===== config.mk =====
export PLATFORM = sky130hd
export DESIGN_NAME = fwft_frame_unpacker
export DESIGN_NICKNAME = d
export VERILOG_FILES = /design/src/rtl/fwft_unpack_pkg.sv /design/src/rtl/fwft_unpack_out_reg.sv /design/src/rtl/fwft_frame_unpacker.sv
export SDC_FILE = /design/constraint.sdc
export NUM_CORES = 1
export LEC_CHECK = 0
export CAP_MARGIN = 20
export CORE_UTILIZATION = 46
export DETAILED_ROUTE_END_ITERATION = 7
export PLACE_DENSITY = 0.85
export SLEW_MARGIN = 30
export SYNTH_ARGS = -nofsm -noshare
export SYNTH_HDL_FRONTEND = slang
export SYNTH_SLANG_ARGS = --single-unit

===== constraint.sdc =====
create_clock -name CLK -period 5 [get_ports CLK]
set_clock_uncertainty 0.1 [all_clocks]
set_input_delay 0.75 -clock CLK [delete_from_list [all_inputs] [get_ports CLK]]
set_output_delay 0.75 -clock CLK [all_outputs]
set_load 0.02 [all_outputs]

===== src/rtl/fwft_unpack_pkg.sv =====
// fwft_unpack_pkg: FSM encoding, header layout and last-beat keep helper shared by the frame unpacker.
package fwft_unpack_pkg;
  typedef enum logic [1:0] {IDLE, PAYLOAD, DISCARD} state_t;
  localparam int HDR_LEN_LSB = 0;
  localparam int MAX_KEEP = 128;
  function automatic int hdr_drop_bit(input int data_width);
    return data_width - 1;
  endfunction
  function automatic logic [MAX_KEEP-1:0] last_keep(input int len, input int b);
    logic [MAX_KEEP-1:0] ones;
    int r;
    ones = '1;
    r = len % b;
    return ones >> (MAX_KEEP - ((r == 0) ? b : r));
  endfunction
endpackage


===== src/rtl/fwft_unpack_out_reg.sv =====
// fwft_unpack_out_reg: single-entry AXI-Stream output register; accepts a new beat whenever empty or draining.
module fwft_unpack_out_reg #(
  parameter int DATA_WIDTH = 32,
  parameter int KEEP_WIDTH = DATA_WIDTH / 8
) (
  input  logic                  CLK,
  input  logic                  RST,
  input  logic                  load,
  input  logic [DATA_WIDTH-1:0] d_data,
  input  logic [KEEP_WIDTH-1:0] d_keep,
  input  logic                  d_last,
  input  logic                  ready,
  output logic                  can_load,
  output logic [DATA_WIDTH-1:0] data,
  output logic [KEEP_WIDTH-1:0] keep,
  output logic                  last,
  output logic                  valid
);
  assign can_load = ~valid | ready;
  always_ff @(posedge CLK or posedge RST) begin
    if (RST) begin
      data  <= '0;
      keep  <= '0;
      last  <= 1'b0;
      valid <= 1'b0;
    end else if (load) begin
      data  <= d_data;
      keep  <= d_keep;
      last  <= d_last;
      valid <= 1'b1;
    end else if (ready) begin
      valid <= 1'b0;
    end
  end
endmodule


===== src/rtl/fwft_frame_unpacker.sv =====
// fwft_frame_unpacker: strips length headers from an FWFT FIFO stream and emits AXI-Stream frames
// with byte-accurate TKEEP/TLAST, discarding dropped or malformed frames and keeping statistics.
module fwft_frame_unpacker
  import fwft_unpack_pkg::*;
#(
  parameter int DATA_WIDTH = 32,
  parameter int LEN_WIDTH  = 16,
  parameter int MAX_LEN    = 1522,
  parameter int CNT_WIDTH  = 32
) (
  input  logic                    CLK,
  input  logic                    RST,
  input  logic [DATA_WIDTH-1:0]   FIFO_DATA,
  input  logic                    FIFO_EMPTY,
  output logic                    FIFO_RD_EN,
  output logic [DATA_WIDTH-1:0]   M_TDATA,
  output logic [DATA_WIDTH/8-1:0] M_TKEEP,
  output logic                    M_TLAST,
  output logic                    M_TVALID,
  input  logic                    M_TREADY,
  output logic                    BUSY,
  output logic [CNT_WIDTH-1:0]    FRAME_CNT,
  output logic [CNT_WIDTH-1:0]    DROP_CNT,
  output logic [CNT_WIDTH-1:0]    ERR_CNT
);
  localparam int B = DATA_WIDTH / 8;
  localparam int DROP_BIT = hdr_drop_bit(DATA_WIDTH);
  localparam logic [LEN_WIDTH:0] ONE = 1;
  state_t state, nxt;
  logic [LEN_WIDTH-1:0] hdr_len;
  logic [LEN_WIDTH:0] rem, words;
  logic [B-1:0] lk_r, hdr_keep;
  logic drop_r, rd, can_load, hdr_pop, load, last_pop, len_zero, len_big;
  assign hdr_len  = FIFO_DATA[HDR_LEN_LSB +: LEN_WIDTH];
  assign words    = ({1'b0, hdr_len} + (LEN_WIDTH+1)'(B - 1)) / (LEN_WIDTH+1)'(B);
  assign hdr_keep = B'(last_keep(int'(hdr_len), B));
  assign len_zero = hdr_len == '0;
  assign len_big  = hdr_len > LEN_WIDTH'(MAX_LEN);
  assign last_pop = rem == ONE;
  assign BUSY     = state != IDLE;
  // Gating with RST keeps the pop strobe low while the block is held in reset.
  assign FIFO_RD_EN = rd & ~RST;
  assign hdr_pop    = FIFO_RD_EN & (state == IDLE);
  assign load       = FIFO_RD_EN & (state == PAYLOAD);
  always_comb begin
    nxt = state;
    rd  = 1'b0;
    unique case (state)
      IDLE: begin
        rd = ~FIFO_EMPTY;
        if (rd) nxt = len_zero ? IDLE : (len_big | FIFO_DATA[DROP_BIT]) ? DISCARD : PAYLOAD;
      end
      PAYLOAD: begin
        rd = ~FIFO_EMPTY & can_load;
        if (rd && last_pop) nxt = IDLE;
      end
      DISCARD: begin
        rd = ~FIFO_EMPTY;
        if (rd && last_pop) nxt = IDLE;
      end
      default: nxt = IDLE;
    endcase
  end
  always_ff @(posedge CLK or posedge RST) begin
    if (RST) begin
      state     <= IDLE;
      rem       <= '0;
      lk_r      <= '0;
      drop_r    <= 1'b0;
      FRAME_CNT <= '0;
      DROP_CNT  <= '0;
      ERR_CNT   <= '0;
    end else begin
      state <= nxt;
      if (hdr_pop) begin
        rem    <= words;
        lk_r   <= hdr_keep;
        drop_r <= FIFO_DATA[DROP_BIT] & ~len_big;
      end else if (FIFO_RD_EN) begin
        rem <= rem - ONE;
      end
      if (M_TVALID & M_TREADY & M_TLAST) FRAME_CNT <= FRAME_CNT + CNT_WIDTH'(1);
      if (hdr_pop & (len_zero | len_big)) ERR_CNT <= ERR_CNT + CNT_WIDTH'(1);
      // Oversize discards clear drop_r at the header, so only flagged drops count here.
      if (FIFO_RD_EN & (state == DISCARD) & last_pop & drop_r) DROP_CNT <= DROP_CNT + CNT_WIDTH'(1);
    end
  end
  fwft_unpack_out_reg #(.DATA_WIDTH(DATA_WIDTH), .KEEP_WIDTH(B)) u_out (
    .CLK(CLK),
    .RST(RST),
    .load(load),
    .d_data(FIFO_DATA),
    .d_keep(last_pop ? lk_r : '1),
    .d_last(last_pop),
    .ready(M_TREADY),
    .can_load(can_load),
    .data(M_TDATA),
    .keep(M_TKEEP),
    .last(M_TLAST),
    .valid(M_TVALID)
  );
endmodule


==> summary.txt <==
STA
  – Pins over their slew limit: 0
  – Crit path time final: 3.61 ns
  – Final hold vios: 0
  – Tcrit/Tclk final: 0.722
  – Final WS setup: 1.39 ns
  – Final Setup Violations: 0
  – Fmax: 0.277 GHz
  – Unrepaired setup endpoints after global routing: no
  – Worst rel slew slack: 0.376
  – Setup TNS: 0 ns
  – Slew @ Worst Pin: 0.936 ns

Run
  – Max-Cap Viols: 0

Clock network
  – Post-CTS Setup Repair Bufs: 0
  – Clock buffer count from CTS: 17
  – Worst-skew pair later-pin latency: 0.42 ns
  – Clock slew at reported path FFs: 0.06 ns
  – Clock Path Buffers: 2
  – Hold_buf cts: 0
  – CTS sink cnt: 158
  – Clock H-tree levels: 4
  – CTS tree: built
  – Clk root buf: clkbuf_16
  – Post_cts resized: 0

Die
  – Die ar.: 16800 um2
  – Io pins: 172
  – Die Wd: 130 um
  – Initial core utilization: 0.473
  – Die H: 130 um
  – Core ar.: 15900 um2
  – Row cnt: 46

Power and ir drop
  – Peak VDD IR: 284 uV
  – Switch share: 0.266
  – P per Cell Area: 307 nW/um2
  – Clock network power share: 0.411
  – P_int: 2260 uW
  – Psw: 820 uW
  – Leakage: 0.00443 uW
  – Comb power frac: 0.118
  – Seq pwr share: 0.471

Cells and area
  – Most frequent cells in the layout: 171 x clkdlybuf4s50_1, 158 x dfrtp_1, 146 x nand2_1
  – Filler-free cell count of the finished design: 1142
  – Most common cell after layout, fill and taps aside: clkdlybuf4s50_1
  – Synthesis-to-layout area growth: 33.6%
  – Filler cell count: 1311
  – Final Core Density: 0.632
  – # diodes: 0
  – Layout cell share with drive strength beyond 1: 0.0648
  – Nets: 958

Yosys
  – Yosys reg bits: 158
  – Number of synthesized flops with an enable pin: 0
  – Largest area contributor in the netlist: dfrtp_1
  – Syn_area_per_cell: 10.1 um2
  – Sequential area share after synthesis: 0.527
  – Distinct cells, synth: 55
  – Top post-synthesis cells by area: dfrtp_1 53%, xnor2_1 8.7%, nand2_1 7.3%, xor2_1 4.7%, nand4_1 3.7%
  – Async set-reset flop share out of synthesis: 1.00
  – Dominant synthesized flop cell: dfrtp_1
  – Post-synthesis instance total: 744
  – Syn. warnings: 0
  – Syn Std Cell Area: 7510 um2
  – Synth Net Count: 788
  – Post-synth top area share: 0.527

GRT
  – Grt total ovfl: 0
  – Global-route wire length before repair: 28600 um
  – Initial antenna violation count: 0
  – Vias in the first global route: 5732
  – Largest net degree at the start of global routing: 82
  – Global Route Usage Sum: 0.217

Detailed routing
  – Vias/cell: 5.29
  – Vias: 6044
  – Antenna viol nets, final: 0
  – DRC: 0
  – Routed WL per cell: 15.3 um
  – First DRT Iteration DRCs: 458
  – Routed WL: 17500 um
  – Drt pass-1 iters: 7

Setup path
  – Crit path capture type: primary output
  – CP Launch Type: primary input
  – R2R cell count: 4
  – Crit Path Category: in -> out
  – CP Data Arrival Time: 2.76 ns
  – CP max FO: 11
  – Worst EP required: 4.15 ns

Place
  – Dpl cells: 1111
  – DP HPWL: 12500 um
  – IO Port Bufs: 171
  – RePlAce Congestion: 0.828
  – DP Worst Slack: 1.46 ns

Hold path
  – Hold Path Class: reg -> reg
  – WHS Path Cells: 2

Status
  – Status: finished, final reports clean
## through the flow
stage / instance area [um2] / power (uW) / hold slack [ns]
floorplan: 7510 / 1700 / 0.340
global placement: 9450 / 1830 / 0.357
detailed placement: 9460 / 1840 / 0.362
CTS: 10000 / 3100 / 0.377
global route: 10000 / 3210 / 0.396
finish: 10000 / 3080 / 0.374
## final cells by class
cell class	count	area (um2)	share of cell area
flip-flops and latches	158	3950	0.394
clock inverters	12	139	0.0138
repair buffers	178	1780	0.177
multi-input cells	541	3390	0.338
well taps	216	270	0.0269
inverters	18	71.3	0.00711
clock buffers	19	433	0.0432
## sequential cells by signal, indices dropped and copies added (netlist names), 2 cells and up
register / cells
DROP_CNT: 32
ERR_CNT: 32
FRAME_CNT: 32
lk_r: 4
rem: 17
state: 2
u_out.data: 32
u_out.keep: 4
## final timing paths
path,from,end,slack [ns]
min reg2reg,u_out.data[31]$_DFFE_PP0P_,u_out.data[31]$_DFFE_PP0P_,0.37
max in group asynchronous,RST,lk_r[1]$_DFFE_PP0P_,3.03
max,M_TREADY,FIFO_RD_EN,1.39
min in group asynchronous,RST,u_out.data[16]$_DFFE_PP0P_,0.69
min,u_out.data[31]$_DFFE_PP0P_,u_out.data[31]$_DFFE_PP0P_,0.37
max reg2reg,state[1]$_DFFE_PP0P_,ERR_CNT[1]$_DFFE_PP0P_,2.18
## kinds of logic (layout without fill, tap and decap cells)
kind of cell	after synthesis	count (layout)	synth area share
compound gates	45	45	0.0385
xor+xnor	116	116	0.136
fa+ha+maj	8	8	0.0133
buf+inv	45	227	0.0253
flops	158	158	0.527
mux	7	7	0.00983
simple gates	365	365	0.250
## synthesized netlist by cell type, drive strengths merged, types with 2 or more instances
library cell / instances
nand4b: 2
buf: 6
mux2: 3
and4: 12
nor2: 39
mux2i: 4
o311ai: 2
xor2: 41
nand4: 45
or2: 4
nand2b: 3
nand3b: 2
and2: 7
nand2: 146
or4: 6
inv: 18
and3: 18
nor4: 10
nand3: 39
xnor2: 75
o22a: 4
or3: 3
o21ai: 21
a21oi: 5
clkbuf: 21
ha: 8
dfrtp: 158
nor3: 22
a31oi: 3
nor2b: 2
## worst max-delay path: stages
cell,delay (ns)
clkdlybuf4s50_1,0.51
nor2b_1,0.08
o21ai_0,0.17
buf_4,0.21
nand2_1,0.17
inv_1,0.19
clkdlybuf4s50_1,0.68
## power groups by stage
stage	sequential, uW	combinational (uW)	clock [uW]
final	1450	364	1270
after global routing	1470	407	1340
after CTS	1450	365	1290
after detailed placement	1470	363	0
after global placement	1470	353	0
after floorplan	1470	231	0
## layer usage
metal / share of wire / track usage / routed length [um] / up-vias
met5: 0 / 0 / 0 / -
met4: 0.012 / 0.0677 / 218 / 0
met3: 0.071 / 0.0496 / 1250 / 20
met2: 0.47 / 0.344 / 8180 / 212
met1: 0.45 / 0.298 / 7870 / 2920
li1: - / - / - / 2892
No activity file was read; power rests on OpenSTA's default activity.
